<file path="config.mk">
export PLATFORM = sky130hd
export DESIGN_NAME = ram_stream_reader
export DESIGN_NICKNAME = d
export VERILOG_FILES = /design/src/rtl/ram_stream_reader.sv
export SDC_FILE = /design/constraint.sdc
export NUM_CORES = 1
export LEC_CHECK = 0
export ABC_AREA = 1
export CORE_UTILIZATION = 50
export CTS_CLUSTER_DIAMETER = 150
export DETAILED_ROUTE_END_ITERATION = 7
export GPL_ROUTABILITY_DRIVEN = 1
export HOLD_SLACK_MARGIN = 0.15
export PLACE_DENSITY = 0.9
export SYNTH_ARGS = -nofsm -noshare
export SYNTH_HDL_FRONTEND = slang
export SYNTH_SLANG_ARGS = --single-unit
</file>
<file path="constraint.sdc">
create_clock -name clk -period 4.4 [get_ports clk]
set_input_delay 0.44 -clock clk [delete_from_list [all_inputs] [get_ports clk]]
set_output_delay 0.44 -clock clk [all_outputs]
set_load 0.02 [all_outputs]
</file>
<file path="src/rtl/ram_stream_reader.sv">
// ram_stream_reader
//
// Read-side master for one port of a ram2p-style dual-port RAM. The block
// walks a range of RAM words and streams them out on a valid/ready interface.
// The RAM has a fixed 1-cycle registered read latency. A 2-entry output
// buffer absorbs that latency, so a downstream stall never drops a word.
//
// Parameters
//   AWID  RAM address width; the RAM depth is 2**AWID words.
//   DWID  RAM and stream data width.
//
// Ports
//   clk         single clock
//   rst         synchronous reset, active-high
//   i_start     start request; accepted only in IDLE (o_busy=0)
//   i_base      first RAM address, sampled on start
//   i_len       word count 0..2**AWID, sampled on start
//   o_busy      high from the cycle after start acceptance through the done cycle
//   o_done      1-cycle pulse when the transfer completes
//   o_ram_addr  RAM read address
//   o_ram_we    RAM write enable, tied to 0
//   i_ram_data  RAM read data, valid one clock after o_ram_addr
//   o_valid     stream data valid
//   i_ready     stream consumer ready
//   o_data      stream data
//   o_last      marks the final word of a transfer, qualified by o_valid
//   o_stall_cnt cycles with o_valid=1 and i_ready=0, saturating
//               (only present when RAM_STREAM_READER_STALL_CNT_EN is defined)
//
// Optional feature macro: RAM_STREAM_READER_STALL_CNT_EN

module ram_stream_reader #(
  parameter int AWID = 8,
  parameter int DWID = 16
) (
  input  logic            clk,
  input  logic            rst,
  input  logic            i_start,
  input  logic [AWID-1:0] i_base,
  input  logic [AWID:0]   i_len,
  output logic            o_busy,
  output logic            o_done,
  output logic [AWID-1:0] o_ram_addr,
  output logic            o_ram_we,
  input  logic [DWID-1:0] i_ram_data,
  output logic            o_valid,
  input  logic            i_ready,
  output logic [DWID-1:0] o_data,
  output logic            o_last
`ifdef RAM_STREAM_READER_STALL_CNT_EN
  ,
  output logic [15:0]     o_stall_cnt
`endif
);

  typedef enum logic [1:0] {
    IDLE  = 2'd0,
    RUN   = 2'd1,
    DRAIN = 2'd2,
    FIN   = 2'd3
  } state_t;

  localparam logic [AWID-1:0] ADDR_STEP = 1;
  localparam logic [AWID:0]   ONE_WORD  = 1;
  localparam logic [AWID:0]   NO_WORDS  = 0;

  state_t state, state_next;

  logic [AWID-1:0] addr_q;
  logic [AWID:0]   remain_q;

  logic            in_flight_q;
  logic            in_flight_last_q;

  logic [1:0]      buf_cnt_q;
  logic [DWID-1:0] head_data_q;
  logic            head_last_q;
  logic [DWID-1:0] tail_data_q;
  logic            tail_last_q;

  logic            start_accept;
  logic            push;
  logic            pop;
  logic            issue;
  logic            last_issue;
  logic [2:0]      occupancy;
  logic [2:0]      issue_limit;

  // A start request is honoured only while idle; in RUN, DRAIN and FIN it is
  // simply dropped, so base and length are never resampled mid-transfer.
  assign start_accept = (state == IDLE) && i_start;

  // The stream side: the head of the buffer is what is presented, and a word
  // leaves on any edge where it is both valid and accepted. Valid comes only
  // from the occupancy register, never from i_ready.
  assign o_valid = (buf_cnt_q != 2'd0);
  assign o_data  = head_data_q;
  assign o_last  = o_valid && head_last_q;
  assign pop     = o_valid && i_ready;

  // A read issued last cycle returns its data this cycle, so that word is
  // pushed into the buffer on this edge.
  assign push = in_flight_q;

  // Issue throttling: words already buffered plus the one still coming back
  // from the RAM, minus the one leaving this cycle, must leave room for one
  // more. Written as "occ + in_flight < 2 + pop" to stay free of underflow.
  assign occupancy   = {1'b0, buf_cnt_q} + {2'b00, in_flight_q};
  assign issue_limit = 3'd2 + {2'b00, pop};
  assign issue       = (state == RUN) && (remain_q != NO_WORDS) && (occupancy < issue_limit);
  assign last_issue  = issue && (remain_q == ONE_WORD);

  assign o_ram_addr = addr_q;
  assign o_ram_we   = 1'b0;

  // State register. Reset returns the controller to IDLE, abandoning any
  // transfer in progress without a done pulse.
  always_ff @(posedge clk) begin
    if (rst) begin
      state <= IDLE;
    end else begin
      state <= state_next;
    end
  end

  // Next-state logic. A zero-length request skips straight to FIN so it
  // still produces exactly one done pulse. RUN leaves as soon as the final
  // address has gone out; DRAIN waits for the consumer to take the word
  // marked last.
  always_comb begin
    state_next = state;
    case (state)
      IDLE: begin
        if (start_accept) begin
          if (i_len == NO_WORDS) begin
            state_next = FIN;
          end else begin
            state_next = RUN;
          end
        end
      end
      RUN: begin
        if (last_issue) begin
          state_next = DRAIN;
        end
      end
      DRAIN: begin
        if (pop && head_last_q) begin
          state_next = FIN;
        end
      end
      FIN: begin
        state_next = IDLE;
      end
      default: begin
        state_next = IDLE;
      end
    endcase
  end

  // Status outputs decoded from the state alone. Busy covers every non-idle
  // state, which includes the FIN cycle carrying the done pulse.
  always_comb begin
    o_busy = 1'b0;
    o_done = 1'b0;
    case (state)
      IDLE:    o_busy = 1'b0;
      RUN:     o_busy = 1'b1;
      DRAIN:   o_busy = 1'b1;
      FIN: begin
        o_busy = 1'b1;
        o_done = 1'b1;
      end
      default: o_busy = 1'b0;
    endcase
  end

  // Address walker. The base is loaded on start acceptance and steps by one
  // on every issued read, wrapping silently at the top of the RAM. Between
  // issues the address just holds. The remaining-word counter is one bit
  // wider than the address so a full-RAM transfer can be expressed.
  always_ff @(posedge clk) begin
    if (rst) begin
      addr_q   <= '0;
      remain_q <= '0;
    end else if (start_accept) begin
      addr_q   <= i_base;
      remain_q <= i_len;
    end else if (issue) begin
      addr_q   <= addr_q + ADDR_STEP;
      remain_q <= remain_q - ONE_WORD;
    end
  end

  // Tracks the read currently travelling through the RAM's output register,
  // together with whether it is the final word of the transfer. Reset drops
  // it, so data already in flight never reaches the buffer.
  always_ff @(posedge clk) begin
    if (rst) begin
      in_flight_q      <= 1'b0;
      in_flight_last_q <= 1'b0;
    end else begin
      in_flight_q      <= issue;
      in_flight_last_q <= last_issue;
    end
  end

  // Two-entry output FIFO built from a head and a tail register. The head
  // feeds the stream outputs directly, so it only changes on a pop or when
  // a word lands in an empty buffer; that keeps data and last steady while
  // the consumer stalls. A simultaneous push and pop with one entry replaces
  // the head; with two entries the tail moves up and the new word takes its
  // place. The issue throttle guarantees a push never arrives when full.
  always_ff @(posedge clk) begin
    if (rst) begin
      buf_cnt_q   <= 2'd0;
      head_data_q <= '0;
      head_last_q <= 1'b0;
      tail_data_q <= '0;
      tail_last_q <= 1'b0;
    end else begin
      case ({push, pop})
        2'b10: begin
          if (buf_cnt_q == 2'd0) begin
            head_data_q <= i_ram_data;
            head_last_q <= in_flight_last_q;
          end else begin
            tail_data_q <= i_ram_data;
            tail_last_q <= in_flight_last_q;
          end
          buf_cnt_q <= buf_cnt_q + 2'd1;
        end
        2'b01: begin
          head_data_q <= tail_data_q;
          head_last_q <= tail_last_q;
          buf_cnt_q   <= buf_cnt_q - 2'd1;
        end
        2'b11: begin
          if (buf_cnt_q == 2'd1) begin
            head_data_q <= i_ram_data;
            head_last_q <= in_flight_last_q;
          end else begin
            head_data_q <= tail_data_q;
            head_last_q <= tail_last_q;
            tail_data_q <= i_ram_data;
            tail_last_q <= in_flight_last_q;
          end
        end
        default: begin
          buf_cnt_q <= buf_cnt_q;
        end
      endcase
    end
  end

`ifdef RAM_STREAM_READER_STALL_CNT_EN
  logic [15:0] stall_cnt_q;

  // Back-pressure counter: one count per cycle the consumer leaves a valid
  // word waiting. It saturates instead of wrapping, restarts with each new
  // transfer, and keeps its final value after done so it can be read later.
  always_ff @(posedge clk) begin
    if (rst) begin
      stall_cnt_q <= 16'h0000;
    end else if (start_accept) begin
      stall_cnt_q <= 16'h0000;
    end else if (o_valid && !i_ready && (stall_cnt_q != 16'hFFFF)) begin
      stall_cnt_q <= stall_cnt_q + 16'h0001;
    end
  end

  assign o_stall_cnt = stall_cnt_q;
`endif

endmodule

</file>
### After elaboration in Yosys (flattened, before gate mapping)

Cells that the tools add are included.

* eq/ne operators: 14
* bitwise gates (word level): 0
* div/mod/pow operators: 0
* shift operators: 0
* $mul: 0
* muxes and demuxes: 24
* reduce and logical (&&, ||, !) cells: 20
* order comparisons: 1
* add/sub/neg operators: 6

Operators with widths (count)
* 16-bit two-way mux: 4
* 16-bit one-hot mux with 3 select lines: 1
* 16-bit one-hot mux with 2 select lines: 1
* 9-bit two-way mux: 2
* 8-bit two-way mux: 2
* 2-bit != test (second input constant): 6
* 9-bit by 1-bit equality test with 1-bit output (second input constant): 1
* 9-bit zero test: 1
* 9-bit nonzero test: 1
* 9-bit by 1-bit subtractor with 9-bit output (second input constant): 1
* 8-bit by 1-bit adder with 8-bit output (second input constant): 1
* 2-bit equality test (second input constant): 4
* 2-bit two-way mux: 4
* 2-bit one-hot mux with 4 select lines: 1
* 2-bit nonzero test: 4
* 1-bit logical AND: 7
* 2-bit by 1-bit equality test with 1-bit output (second input constant): 3
* 3-bit AND reduction: 2
* 1-bit two-way mux: 5
* 2-bit zero test: 2
* 1-bit one-hot mux with 2 select lines: 2
* 2-bit one-hot mux with 2 select lines: 1
* 2-bit by 1-bit adder with 3-bit output: 1
* 2-bit by 1-bit adder with 3-bit output (first input constant): 1
* 7 further kinds: 7

* bits in writable memories: 0
* output and inout port bits: 29
* bits of input ports: 37
* latch bits: 0
* memories kept: 0
* register bits after elaboration: 57
* bits in read-only memories: 0

### Depth between registers and ports, before layout

Gate-level depths: netlist of run 1.

* word-level depth: 8
* mapped depth: 12

### Least setup slack after synthesis of run 1

No wires, ideal clock.

* kind: register to register
* start point: reg buf_cnt_q[0]
* end point: reg head_data_q[10] (netlist: o_data[10])
* clock period less this slack: 2.106 ns
* stages on the path, launching flop included: 13
* data required time: 4.283 ns
* arrival time: 1.989 ns
* library setup time: 0.117 ns
* path slack: 2.294 ns
* cell sequence: dfxtp_1 > inv_1 > ha_1 > inv_2 > nand2_1 > inv_1 > ha_1 > inv_1 > o21ai_1 > clkbuf_1 > o21ai_0 > o221ai_1 > inv_1

* cells in the longest elaborated chain, start to end: 5

RTL lines
* start: declaration: RTL line 75 `logic [1:0] buf_cnt_q;`
* start signal: assignment: RTL line 231 `buf_cnt_q <= buf_cnt_q + 2'd1;`
* start signal: assignment: RTL line 236 `buf_cnt_q <= buf_cnt_q - 2'd1;`
* start signal: assignment: RTL line 250 `buf_cnt_q <= buf_cnt_q;`
* 2-bit nonzero test (*): RTL line 96 `assign o_valid = (buf_cnt_q != 2'd0);`
* net o_valid: RTL line 46 `output logic o_valid,`
* 1-bit logical AND (*): RTL line 99 `assign pop = o_valid && i_ready;`
* 2-bit equality test or 2-bit by 1-bit equality test with 1-bit output (tied branches): RTL line 222 `case ({push, pop})`
* 2-bit != test (no source line) or 3-bit nonzero test (tied branches)
* 2-bit AND reduction (no source line)
* end signal: assignment: RTL line 225 `head_data_q <= i_ram_data;`
* end signal: assignment: RTL line 234 `head_data_q <= tail_data_q;`
* end signal: assignment: RTL line 240 `head_data_q <= i_ram_data;`
* end: declaration: RTL line 76 `logic [DWID-1:0] head_data_q;`

Mark *: on every way through the listed nets, which the timed path passes. The rest lies on a longest branch.
A chain may end at the register's enable or synchronous reset.

### Final worst setup path of run 1

* start point: reg buf_cnt_q[0]
* end point: reg head_data_q[1] (netlist: o_data[1])

* cells in the longest elaborated chain, start to end: 5

RTL lines (RTL line)
* 2-bit nonzero test: 96
* 1-bit logical AND: 99
* 2-bit equality test or 2-bit by 1-bit equality test with 1-bit output (tied branches): 222
* 2-bit != test (no source line) or 3-bit nonzero test (tied branches)
* 2-bit AND reduction (no source line)

Several ways; a longest one is shown, not always the timed one.

==> flow_metrics.tcl, run 1 <==
set metrics [dict create \
    place_area_um2 3745 \
    wirelength_mm 6.977 \
    crit_arrival_ns 2.95 \
    ir_drop_v 0.0003038 \
    numPortBuffers 64 \
    htree_levels 3 \
    die_h_um 80.68 \
    worst_pin_slew_ns 1.163 \
    dpl.hpwl_mm 4.769 \
    post_drt_wl_per_cell_um 12.11 \
    ys.flop_type "dfxtp_1" \
    crit_fanout 17 \
    synth_seq_cells 57 \
    grt_setup_unrepaired "no" \
    rows 28 \
    post-route-cell-area_um2 3925 \
    synthesis.area_um2 3095 \
    p_sw_frac 0.4286 \
    fp.dieW_um 80.68 \
    seq_area_frac_synth 0.3686 \
    clkTransAtPathRegs_ns 0.07 \
    cts_root_buf "clkbuf_8" \
    diodes 0 \
    syn2layout_area_growth_pct 26.80 \
    layout_setup_ws_ns 1.668 \
    startpoint_type "flip-flop" \
    power_mw 2.572 \
    critPathKind "flip-flop to flip-flop" \
    worst_ep_required_time_ns 4.62 \
    p_switching_mw 1.102 \
    cts_resized 0 \
    grt_pass1_wl_mm 11.62 \
    cts_setup_buffers 0 \
    fin_cells 576 \
    dieArea_um2 6509 \
    grt_max_degree 40 \
    fin_nets 550 \
    drc 0 \
    drive_gt1_frac 0.05988 \
    hold_ws_ns 0.4604 \
    p_int_mw 1.469 \
    maxCapViolations 0 \
    setup_viol_count_final 0 \
    synthCells 442 \
    drv_slew 0 \
    endpoint_kind "flip-flop" \
    antenna_found_initial 0 \
    initialDrtViolationCount 124 \
    power_density_nw_per_um2 655.2 \
    fin_util 0.6590 \
    cts_tree "done" \
    overflow 0 \
    fillers 501 \
    fin_tns_setup_ns 0 \
    dp.cells 561 \
    holdBufCountCts 0 \
    clockPowerShare 0.177 \
    dp_slack_ns 1.558 \
    avgViaCountPerCell 5.208 \
    hold_viol 0 \
    avgSynthCellArea_um2 7.003 \
    yosys.cell_types.count 28 \
    p_seq_frac 0.328 \
    firstDrtPassIters 5 \
    status "finished clean" \
    io_pins 66 \
    track_usage 0.2311 \
    synth_edf_count 0 \
    min_period_ns 2.732 \
    start_util 0.5197 \
    clk_path_buf_depth 2 \
    pwr-share-comb 0.495 \
    core_um2 5956 \
    fin_crit_sh 0.6208 \
    drtAntennaViolNets 0 \
    syn-num-nets 495 \
    min_path_type "flip-flop to flip-flop" \
    numClockSinks 57 \
    ys.warnings.count 0 \
    skew_ns 0.003991 \
    vias 3000 \
    fmax_mhz 366.1 \
    insertion_delay_ns 0.33 \
    p_leak_nw 1.725 \
    cts_made_buffers 9 \
    relSlewSlack 0.2245 \
    routabilityCongestion 0.8625 \
    grt_pass1_vias 2770 \
    async_flop_share 0 \
]
-- sequential cells by signal, indices dropped and copies added (netlist names) --
signal	count
head_last_q	1
remain_q	9
in_flight_q	1
in_flight_last_q	1
o_ram_addr	8
o_data	16
buf_cnt_q	2
tail_last_q	1
tail_data_q	16
state	2
-- cell usage after synthesis, types with 2 or more instances --
cell | count | area share
o221ai_1 | 17 | 0.048
ha_1 | 16 | 0.065
inv_1 | 84 | 0.10
buf_4 | 2 | 0.0048
nand3_1 | 22 | 0.036
nor2_1 | 46 | 0.056
clkbuf_1 | 14 | 0.017
xnor2_1 | 3 | 0.0085
nor2_2 | 2 | 0.0040
xor2_1 | 7 | 0.020
nand4_1 | 4 | 0.0081
a21oi_1 | 32 | 0.052
nand2_4 | 2 | 0.0073
o21ai_0 | 47 | 0.076
nand2_1 | 68 | 0.082
a21oi_2 | 5 | 0.014
dfxtp_1 | 57 | 0.37
o21ai_1 | 3 | 0.0048
buf_2 | 2 | 0.0032
-- per-layer routing --
| layer | global-route usage | part of all wire |
|---|---|---|
| met5 | 0 | 0 |
| met1 | 0.2623 | 0.44 |
| met2 | 0.4144 | 0.49 |
| met3 | 0.03523 | 0.054 |
| met4 | 0.1179 | 0.017 |
-- placed cells by master (no fill, tap or decap), drive strengths merged --
cell type,n
nor4,1
clkinv,4
o21bai,1
nand3,22
nor2,48
xor2,7
o21ai,50
nand4,5
conb,1
nor3,1
clkbuf,12
nand2,70
ha,16
clkdlybuf4s50,64
a21oi,37
inv,85
o221ai,17
dfxtp,57
xnor2,3
-- worst paths after layout --
kind	startpoint	slack, ns	depth (start not counted)	endpoint
setup / recovery	buf_cnt_q[0]$_SDFFE_PP0P_	1.67	11	o_data[1]$_SDFFE_PP0P_
hold / removal	tail_data_q[6]$_SDFFE_PP0P_	0.46	2	tail_data_q[6]$_SDFFE_PP0P_
setup reg to reg	buf_cnt_q[0]$_SDFFE_PP0P_	1.67	11	o_data[1]$_SDFFE_PP0P_
hold reg to reg	tail_data_q[6]$_SDFFE_PP0P_	0.46	2	tail_data_q[6]$_SDFFE_PP0P_
-- power by group through the flow --
stage	Sequential (mW)	Clock, mW	Combinational, mW
finish	0.844	0.454	1.27
global route	0.867	0.479	1.44
CTS	0.844	0.459	1.27
detailed placement	0.853	0	1.26
global placement	0.845	0	1.22
floorplan	0.943	0	0.782
-- final cells by class --
| cell class | instances | area, µm² | area share |
|---|---|---|---|
| repair buffers | 64 | 640.6 | 0.1632 |
| flip-flops and latches | 57 | 1141 | 0.2907 |
| clock buffers | 12 | 165.2 | 0.04208 |
| inverters | 86 | 324.1 | 0.08256 |
| clock inverters | 3 | 15.01 | 0.003825 |
| well taps | 75 | 93.84 | 0.02391 |
| multi-input cells | 279 | 1545 | 0.3937 |
-- cells by family after synthesis --
kind of cell,count (synthesis),synth area share
buffers and inverters,106,0.1346
other,1,0.001211
DFF,57,0.3686
xor gates and xnor gates,10,0.02830
AOI/OAI and AO/OA,105,0.1972
adders and majority gates,16,0.06467
and+or+nand+nor,147,0.2053
-- worst max-delay path, stage by stage, from the launching register on --
cell	delay, ns
dfxtp_1	0.40
inv_1	0.06
ha_1	0.23
inv_2	0.11
nand2_1	0.11
inv_1	0.11
ha_1	0.24
inv_1	0.05
o21ai_1	0.81
o21ai_0	0.20
o221ai_1	0.23
inv_1	0.07
No activity file was read; power rests on OpenSTA's default activity.
==> run 2: changes to the inputs <==
==> constraint.sdc (replaced) <==
create_clock -name clk -period 2.65 [get_ports clk]
set_input_delay 0.265 -clock clk [delete_from_list [all_inputs] [get_ports clk]]
set_output_delay 0.265 -clock clk [all_outputs]
set_load 0.02 [all_outputs]
==> run 2 against run 1 <==
Sequential cell count unchanged. Sequential power grew 66%. Fmax increased by 25%. Via count down 1.3%. Critical path depth grew 1. First-iteration DRC count fell by 23%. Sequential share of layout area decreased by 0.97 points. Total power is 80% higher. Global-route usage grew 0.71 points. Combinational power is 70% higher. Cell count increased by 1.4%. Clock skew up 0.0014 ns. Critical endpoint is now tail_data_q[6]$_SDFFE_PP0P_.
==> flow_metrics.tcl, run 2 (synthesis gave the netlist of run 1 again) <==
set metrics [dict create \
    dp.cells 568 \
    fillers 482 \
    startpoint_type "flip-flop" \
    clk_path_buf_depth 2 \
    power_density_nw_per_um2 1138 \
    worst_ep_required_time_ns 2.86 \
    fin_util 0.6817 \
    post-route-cell-area_um2 4060 \
    track_usage 0.2382 \
    cts_root_buf "clkbuf_8" \
    min_period_ns 2.182 \
    fmax_mhz 458.2 \
    fin_nets 557 \
    cts_made_buffers 9 \
    drv_slew 0 \
    fin_cells 584 \
    die_h_um 80.68 \
    firstDrtPassIters 4 \
    relSlewSlack 0.6456 \
    grt_setup_unrepaired "no" \
    endpoint_kind "flip-flop" \
    maxCapViolations 0 \
    holdBufCountCts 0 \
    start_util 0.5197 \
    worst_path_max_delay_cell "dfxtp_1" \
    rows 28 \
    cts_setup_buffers 0 \
    drive_gt1_frac 0.07466 \
    hold_ws_ns 0.4519 \
    setup_viol_count_final 0 \
    syn2layout_area_growth_pct 31.16 \
    avgViaCountPerCell 5.072 \
    dpl.hpwl_mm 4.931 \
    antenna_found_initial 0 \
    wirelength_mm 7.070 \
    fin_crit_sh 0.8235 \
    clkTransAtPathRegs_ns 0.07 \
    cts_tree "done" \
    layout_setup_ws_ns 0.4676 \
    worst_pin_slew_ns 0.5310 \
    fin_tns_setup_ns 0 \
    insertion_delay_ns 0.34 \
    hold_viol 0 \
    power_mw 4.619 \
    skew_ns 0.005411 \
    fp.dieW_um 80.68 \
    vias 2962 \
    ff_latch_area_um2 1141 \
    status "finished clean" \
    min_path_type "flip-flop to flip-flop" \
    overflow 0 \
    routabilityCongestion 0.8382 \
    numPortBuffers 64 \
    final_cell_mix "inv_1, nand2_1, clkdlybuf4s50_1" \
    dp_slack_ns 0.5286 \
    multi_input_area_um2 1545 \
    initialDrtViolationCount 96 \
    diodes 0 \
    critPathKind "flip-flop to flip-flop" \
    dieArea_um2 6509 \
    final_common_cell "inv_1" \
    p_leak_nw 1.789 \
    htree_levels 3 \
    post_drt_wl_per_cell_um 12.11 \
    ir_drop_v 0.0006031 \
    drc 0 \
    grt_pass1_wl_mm 12.01 \
    io_pins 66 \
    critical_path.max_stage_delay_ns 0.40 \
    numClockSinks 57 \
    path_cells "inv_1 -> ha_1 -> inv_2 -> nand2_1 -> inv_1 -> ha_1 -> nand2_1 -> o21ai_0 -> o21ai_2 -> buf_4 -> o21ai_0 -> a21oi_1" \
    grt_pass1_vias 2994 \
    crit_arrival_ns 2.39 \
    drtAntennaViolNets 0 \
    cts_resized 0 \
    crit_fanout 34 \
    grt_max_degree 40 \
    core_um2 5956 \
    place_area_um2 3797 \
]
run 2: worst paths after layout:
path                          startpoint                     endpoint  slack [ns]  cells after the start
max            buf_cnt_q[0]$_SDFFE_PP0P_  tail_data_q[6]$_SDFFE_PP0P_        0.47                     12
min          tail_data_q[8]$_SDFFE_PP0P_  tail_data_q[8]$_SDFFE_PP0P_        0.45                      2
max reg2reg    buf_cnt_q[0]$_SDFFE_PP0P_  tail_data_q[6]$_SDFFE_PP0P_        0.47                     12
min reg2reg  tail_data_q[8]$_SDFFE_PP0P_  tail_data_q[8]$_SDFFE_PP0P_        0.45                      2
run 2: per-layer routing:
layer | track usage | vias to the layer above | wire (µm)
li1 | - | 1537 | -
met1 | 0.2536 | 1325 | 2948
met2 | 0.4441 | 83 | 3600
met3 | 0.05455 | 17 | 368
met4 | 0.1000 | 0 | 153
met5 | 0 | - | 0
run 2: final cells by class:
cell class / instances / share of cell area
multi-input cells: 279 / 0.3806
flip-flops and latches: 57 / 0.2810
repair buffers: 71 / 0.1707
inverters: 86 / 0.07982
clock buffers: 12 / 0.04068
clock inverters: 4 / 0.02404
well taps: 75 / 0.02311
run 2: worst max-delay path, delay by kind of cell, from the launching register on:
kind                       cells  cell delay [ns]
DFF                            1             0.40
buffers and inverters          4             0.53
AOI/OAI and AO/OA              4             0.46
adders and majority gates      2             0.46
and+or+nand+nor                2             0.19
run 2: power by group:
| part | switching [mW] | total, mW | internal (mW) | leakage [nW] |
|---|---|---|---|---|
| logic | 1.28 | 2.16 | 0.883 | 1.19 |
| clock network | 0.353 | 1.05 | 0.702 | 0.129 |
| registers | 0.219 | 1.40 | 1.18 | 0.467 |
| total | 1.85 | 4.62 | 2.77 | 1.79 |
